===== src/rtl/avmm_arb_pkg.sv =====
// Shared types and constants for the two-master Avalon-MM arbiter.
package avmm_arb_pkg;

    typedef enum logic [1:0] {
        IDLE  = 2'd0,
        GRANT = 2'd1,
        ABORT = 2'd2
    } arb_state_e;

    localparam logic [31:0] ABORT_DATA = 32'hDEADBEEF;

    // A master asserting both strobes is treated as a write.
    function automatic logic read_only(input logic rd, input logic wr);
        return rd & ~wr;
    endfunction

endpackage


===== src/rtl/avmm_arbiter_2m_rr_pick2.sv =====
// Two-way round-robin chooser: ties go to the master not served last.
module rr_pick2 (
    input  logic [1:0] req,
    input  logic       last,
    output logic       pick,
    output logic       any
);

    // Pick the single requester, or alternate on a tie.
    always_comb begin
        any = req[0] | req[1];
        if (req == 2'b11) begin
            pick = ~last;
        end else if (req[1]) begin
            pick = 1'b1;
        end else begin
            pick = 1'b0;
        end
    end

endmodule


===== src/rtl/avmm_arbiter_2m.sv =====
// Two-master, one-slave Avalon-MM arbiter with round-robin grant and a
// waitrequest watchdog that aborts stuck transfers.
module avmm_arbiter_2m
    import avmm_arb_pkg::*;
#(
    parameter int AW        = 8,
    parameter int DW        = 32,
    parameter int TO_CYCLES = 16
) (
    input  logic          clk,
    input  logic          reset,
    input  logic [AW-1:0] m0_address,
    input  logic [DW-1:0] m0_writedata,
    input  logic          m0_read,
    input  logic          m0_write,
    output logic [DW-1:0] m0_readdata,
    output logic          m0_waitrequest,
    input  logic [AW-1:0] m1_address,
    input  logic [DW-1:0] m1_writedata,
    input  logic          m1_read,
    input  logic          m1_write,
    output logic [DW-1:0] m1_readdata,
    output logic          m1_waitrequest,
    output logic [AW-1:0] s_address,
    output logic [DW-1:0] s_writedata,
    output logic          s_read,
    output logic          s_write,
    input  logic [DW-1:0] s_readdata,
    input  logic          s_waitrequest,
    output logic          timeout_err
);

    localparam logic [7:0] WCNT_LAST = 8'(TO_CYCLES - 1);

    arb_state_e    state_q, state_d;
    logic          gnt_q, gnt_d;
    logic          last_q, last_d;
    logic [7:0]    wcnt_q, wcnt_d;
    logic          timeout_err_q, timeout_err_d;

    logic [1:0]    req_s;
    logic          pick_s;
    logic          any_s;
    logic          gnt_read_s;
    logic          gnt_write_s;
    logic [DW-1:0] abort_data_s;

    assign req_s = {m1_read | m1_write, m0_read | m0_write};

    rr_pick2 u_pick (
        .req  (req_s),
        .last (last_q),
        .pick (pick_s),
        .any  (any_s)
    );

    // Next-state logic for the grant FSM and the watchdog counter.
    always_comb begin
        state_d       = state_q;
        gnt_d         = gnt_q;
        last_d        = last_q;
        wcnt_d        = wcnt_q;
        timeout_err_d = 1'b0;
        case (state_q)
            IDLE: begin
                if (any_s) begin
                    state_d = GRANT;
                    gnt_d   = pick_s;
                    wcnt_d  = 8'd0;
                end else begin
                    state_d = IDLE;
                end
            end
            GRANT: begin
                // A withdrawn request or a slave acceptance both end the transfer.
                if (!req_s[gnt_q] || !s_waitrequest) begin
                    state_d = IDLE;
                    last_d  = gnt_q;
                    wcnt_d  = 8'd0;
                end else if (wcnt_q == WCNT_LAST) begin
                    state_d       = ABORT;
                    timeout_err_d = 1'b1;
                end else begin
                    wcnt_d = wcnt_q + 8'd1;
                end
            end
            ABORT: begin
                state_d = IDLE;
                last_d  = gnt_q;
                wcnt_d  = 8'd0;
            end
            default: begin
                state_d = IDLE;
                wcnt_d  = 8'd0;
            end
        endcase
    end

    // State registers; reset leaves master 0 winning the first tie.
    always_ff @(posedge clk) begin
        if (reset) begin
            state_q       <= IDLE;
            gnt_q         <= 1'b0;
            last_q        <= 1'b1;
            wcnt_q        <= 8'd0;
            timeout_err_q <= 1'b0;
        end else begin
            state_q       <= state_d;
            gnt_q         <= gnt_d;
            last_q        <= last_d;
            wcnt_q        <= wcnt_d;
            timeout_err_q <= timeout_err_d;
        end
    end

    // Slave-side mux, master-side handshake and read-data steering.
    always_comb begin
        for (int i = 0; i < DW; i++) begin
            abort_data_s[i] = ABORT_DATA[5'(i % 32)];
        end
        gnt_read_s     = gnt_q ? m1_read : m0_read;
        gnt_write_s    = gnt_q ? m1_write : m0_write;
        s_address      = gnt_q ? m1_address : m0_address;
        s_writedata    = gnt_q ? m1_writedata : m0_writedata;
        s_read         = 1'b0;
        s_write        = 1'b0;
        m0_waitrequest = 1'b1;
        m1_waitrequest = 1'b1;
        m0_readdata    = s_readdata;
        m1_readdata    = s_readdata;
        case (state_q)
            GRANT: begin
                s_read  = read_only(gnt_read_s, gnt_write_s);
                s_write = gnt_write_s;
                if (gnt_q) begin
                    m1_waitrequest = s_waitrequest;
                end else begin
                    m0_waitrequest = s_waitrequest;
                end
            end
            ABORT: begin
                if (gnt_q) begin
                    m1_waitrequest = 1'b0;
                    m1_readdata    = abort_data_s;
                end else begin
                    m0_waitrequest = 1'b0;
                    m0_readdata    = abort_data_s;
                end
            end
            default: begin
                s_read  = 1'b0;
                s_write = 1'b0;
            end
        endcase
    end

    assign timeout_err = timeout_err_q;

endmodule


===== config.mk =====
export PLATFORM = sky130hd
export DESIGN_NAME = avmm_arbiter_2m
export DESIGN_NICKNAME = d
export VERILOG_FILES = /design/src/rtl/avmm_arb_pkg.sv /design/src/rtl/avmm_arbiter_2m_rr_pick2.sv /design/src/rtl/avmm_arbiter_2m.sv
export SDC_FILE = /design/constraint.sdc
export NUM_CORES = 1
export LEC_CHECK = 0
export BUFFER_PORTS_ARGS = -buffer_cell sky130_fd_sc_hd__buf_2
export CAP_MARGIN = 20
export CORE_AREA = 2 2 88 90
export DETAILED_ROUTE_END_ITERATION = 8
export DIE_AREA = 0 0 90 92
export GPL_TIMING_DRIVEN = 1
export SLEW_MARGIN = 20
export SYNTH_ARGS = -nofsm -noshare
export SYNTH_HDL_FRONTEND = slang
export SYNTH_SLANG_ARGS = --single-unit

===== constraint.sdc =====
create_clock -name clk -period 2 [get_ports clk]
set_input_delay 0.4 -clock clk [delete_from_list [all_inputs] [get_ports clk]]
set_output_delay 0.4 -clock clk [all_outputs]
set_load 0.03 [all_outputs]

==> results_dict.tcl <==
set metrics [dict create \
    grtUsageTotal 0.153 \
    utilization 0.415 \
    skew_ns 0.00457 \
    rows 32 \
    synthCells 205 \
    clock-sinks 13 \
    p_leak_nw 1.63 \
    finish.instance_area_um2 3090 \
    crit_family "flip-flops" \
    post-place-ws_ns 0.314 \
    antenna_found_initial 0 \
    first_pass_iters 4 \
    slowest_stage "dfxtp_2" \
    wirelength_um 7130 \
    port_buffers 227 \
    cts_tree "done" \
    gr-total-overflow 0 \
    ir_drop_v 0.000489 \
    start_util 0.226 \
    grt_pass1_vias 2215 \
    highest_layer "met4" \
    drc 0 \
    critPathMaxFanout 24 \
    htreeDepth 1 \
    ys_seq_elements 13 \
    cts_setup_buffers 0 \
    postRouteAntennaNets 0 \
    path_class "reg2out" \
    comb_power_share 0.623 \
    cts.clk_slew.worst_paths_ns 0.06 \
    synthFlopType "dfxtp_1" \
    p_sw_w 0.000643 \
    grt_setup_unrepaired "no" \
    drive_gt1_frac 0.661 \
    insertion_delay_ns 0.24 \
    wl_met2_um 3260 \
    cts_made_buffers 3 \
    die_x_um 90 \
    via_per_inst 4.43 \
    mostFrequentLayoutCell "buf_2" \
    cp_slowest_stage_delay_ns 0.47 \
    tns_ns 0 \
    tightest_slew_ns 0.547 \
    post-route-period-util 0.961 \
    async_reset_ff_frac 0 \
    slew_headroom 0.633 \
    area.sequential_um2 262 \
    critPathLaunchType "register" \
    wl_per_cell_um 13.4 \
    drt-met1-wl_um 3280 \
    hp-class "in2reg" \
    synth_cell_types 38 \
    synthToLayoutAreaGrowth_pct 83.8 \
    antenna-diode-count 0 \
    crit_chain "buf_12, mux2_2, buf_2" \
    slew_violations 0 \
    fillerInstances 791 \
    io_pins 228 \
    status "finished, final reports clean" \
    final_nets 555 \
    worstPathRequired_ns 1.60 \
    dieArea_um2 8280 \
    hpwlAfterDp_um 5710 \
    cts_max_path_buffers 2 \
    grt_max_degree 48 \
    p_int_w 0.000765 \
    drt_iter0_drc 73 \
    critPathArrivalTime_ns 1.52 \
    netlist_area_um2 1680 \
    fp.dieH_um 92 \
    maxCapViolCount 0 \
    place_congestion 0.748 \
    avgSynthCellArea_um2 8.20 \
    setup_violations 0 \
    switching_share 0.457 \
    ys_seq_area_frac 0.155 \
    p_clk_frac 0.165 \
    syn_nets 328 \
    root_buffer "clkbuf_8" \
    period_minus_slack_ns 1.92 \
    multi_input_area_um2 1340 \
    ctsHoldBuffers 0 \
    post_cts_resized 0 \
    dpl_cell_area_um2 2960 \
    p_per_area_nw_per_um2 456 \
    final_cell_mix "225 x buf_2, 40 x and2_1, 40 x mux2_2, 28 x nand2b_1, 12 x dfxtp_1" \
    coreArea_um2 7450 \
    dr_total_vias 2359 \
    cp.buffers_inverters 2 \
    synth_edf_count 0 \
    grt_pass1_wl_um 10600 \
    reg2reg_slack_ns 0.30 \
    clock.fmax_ghz 0.520 \
    wl_met3_um 521 \
    crit_path_end_kind "primary output" \
    seq_power_share 0.212 \
    hold_viol_final 0 \
    yosys_warnings 0 \
    setup_ws_ns 0.0787 \
]
## flip-flops by register name, summed over array words and instances (netlist names)
signal,cells
wcnt_q,8
gnt_q,1
last_q,1
timeout_err,1
state_q,2
## routing by layer
layer	up-vias	global-route usage
met5	-	0
met4	0	0.0308
met3	6	0.0378
met2	112	0.251
met1	1080	0.206
li1	1161	-
## area by class of cell
| type | instances | share of cell area |
|---|---|---|
| flip-flops and latches | 13 | 0.0847 |
| inverters | 6 | 0.00729 |
| multi-input cells | 173 | 0.434 |
| repair buffers | 235 | 0.418 |
| clock buffers | 4 | 0.0146 |
| well taps | 102 | 0.0413 |
## metrics by stage
step	cells	hold WS [ns]	power, W
floorplan	205	0.439	0.000864
global placement	526	0.455	0.00116
detailed placement	526	0.457	0.00116
CTS	530	0.449	0.00141
global route	533	0.472	0.00148
finish	533	0.446	0.00141
## worst paths after layout
check	startpoint	to	cells past startpoint
setup / recovery	gnt_q	s_writedata[8]	3
hold / removal	reset	gnt_q	2
setup reg to reg	state_q[1]	last_q	6
hold reg to reg	wcnt_q[7]	wcnt_q[7]	1
## cell usage after synthesis (2+ instances only)
master,count,share of area
o21ai_1,2,0.0060
nor2_1,6,0.013
and4_1,3,0.016
o21ai_0,4,0.012
a21boi_1,2,0.0089
ha_1,4,0.030
o22a_1,2,0.010
mux2_2,40,0.27
and2_1,40,0.15
nor4_1,2,0.0074
clkbuf_1,7,0.016
nand2_1,9,0.020
a22o_1,2,0.010
inv_1,6,0.013
nand2b_1,29,0.11
nand3_1,2,0.0060
nand3b_1,2,0.0089
buf_2,4,0.012
nor2b_1,3,0.011
a21o_1,2,0.0089
a21oi_1,5,0.015
dfxtp_1,13,0.15
## cell families (layout without fill, tap and decap cells)
| kind of cell | Yosys count | after routing | synth area share |
|---|---|---|---|
| AOI/OAI and AO/OA | 27 | 27 | 0.124 |
| xor gates and xnor gates | 1 | 1 | 0.00521 |
| adders and majority gates | 4 | 4 | 0.0298 |
| buffers and inverters | 19 | 245 | 0.0521 |
| DFF | 13 | 13 | 0.155 |
| muxes | 41 | 41 | 0.274 |
| and+or+nand+nor | 100 | 100 | 0.360 |
## power groups by stage
stage / Sequential, W / Clock [W] / Combinational [W]
after floorplan: 0.000293 / 0 / 0.000571
after global placement: 0.000301 / 0 / 0.000856
after detailed placement: 0.000302 / 0 / 0.000863
after CTS: 0.000296 / 0.000243 / 0.000866
after global routing: 0.000302 / 0.000255 / 0.000929
final: 0.000298 / 0.000233 / 0.000877
No activity file was read; power rests on OpenSTA's default activity.
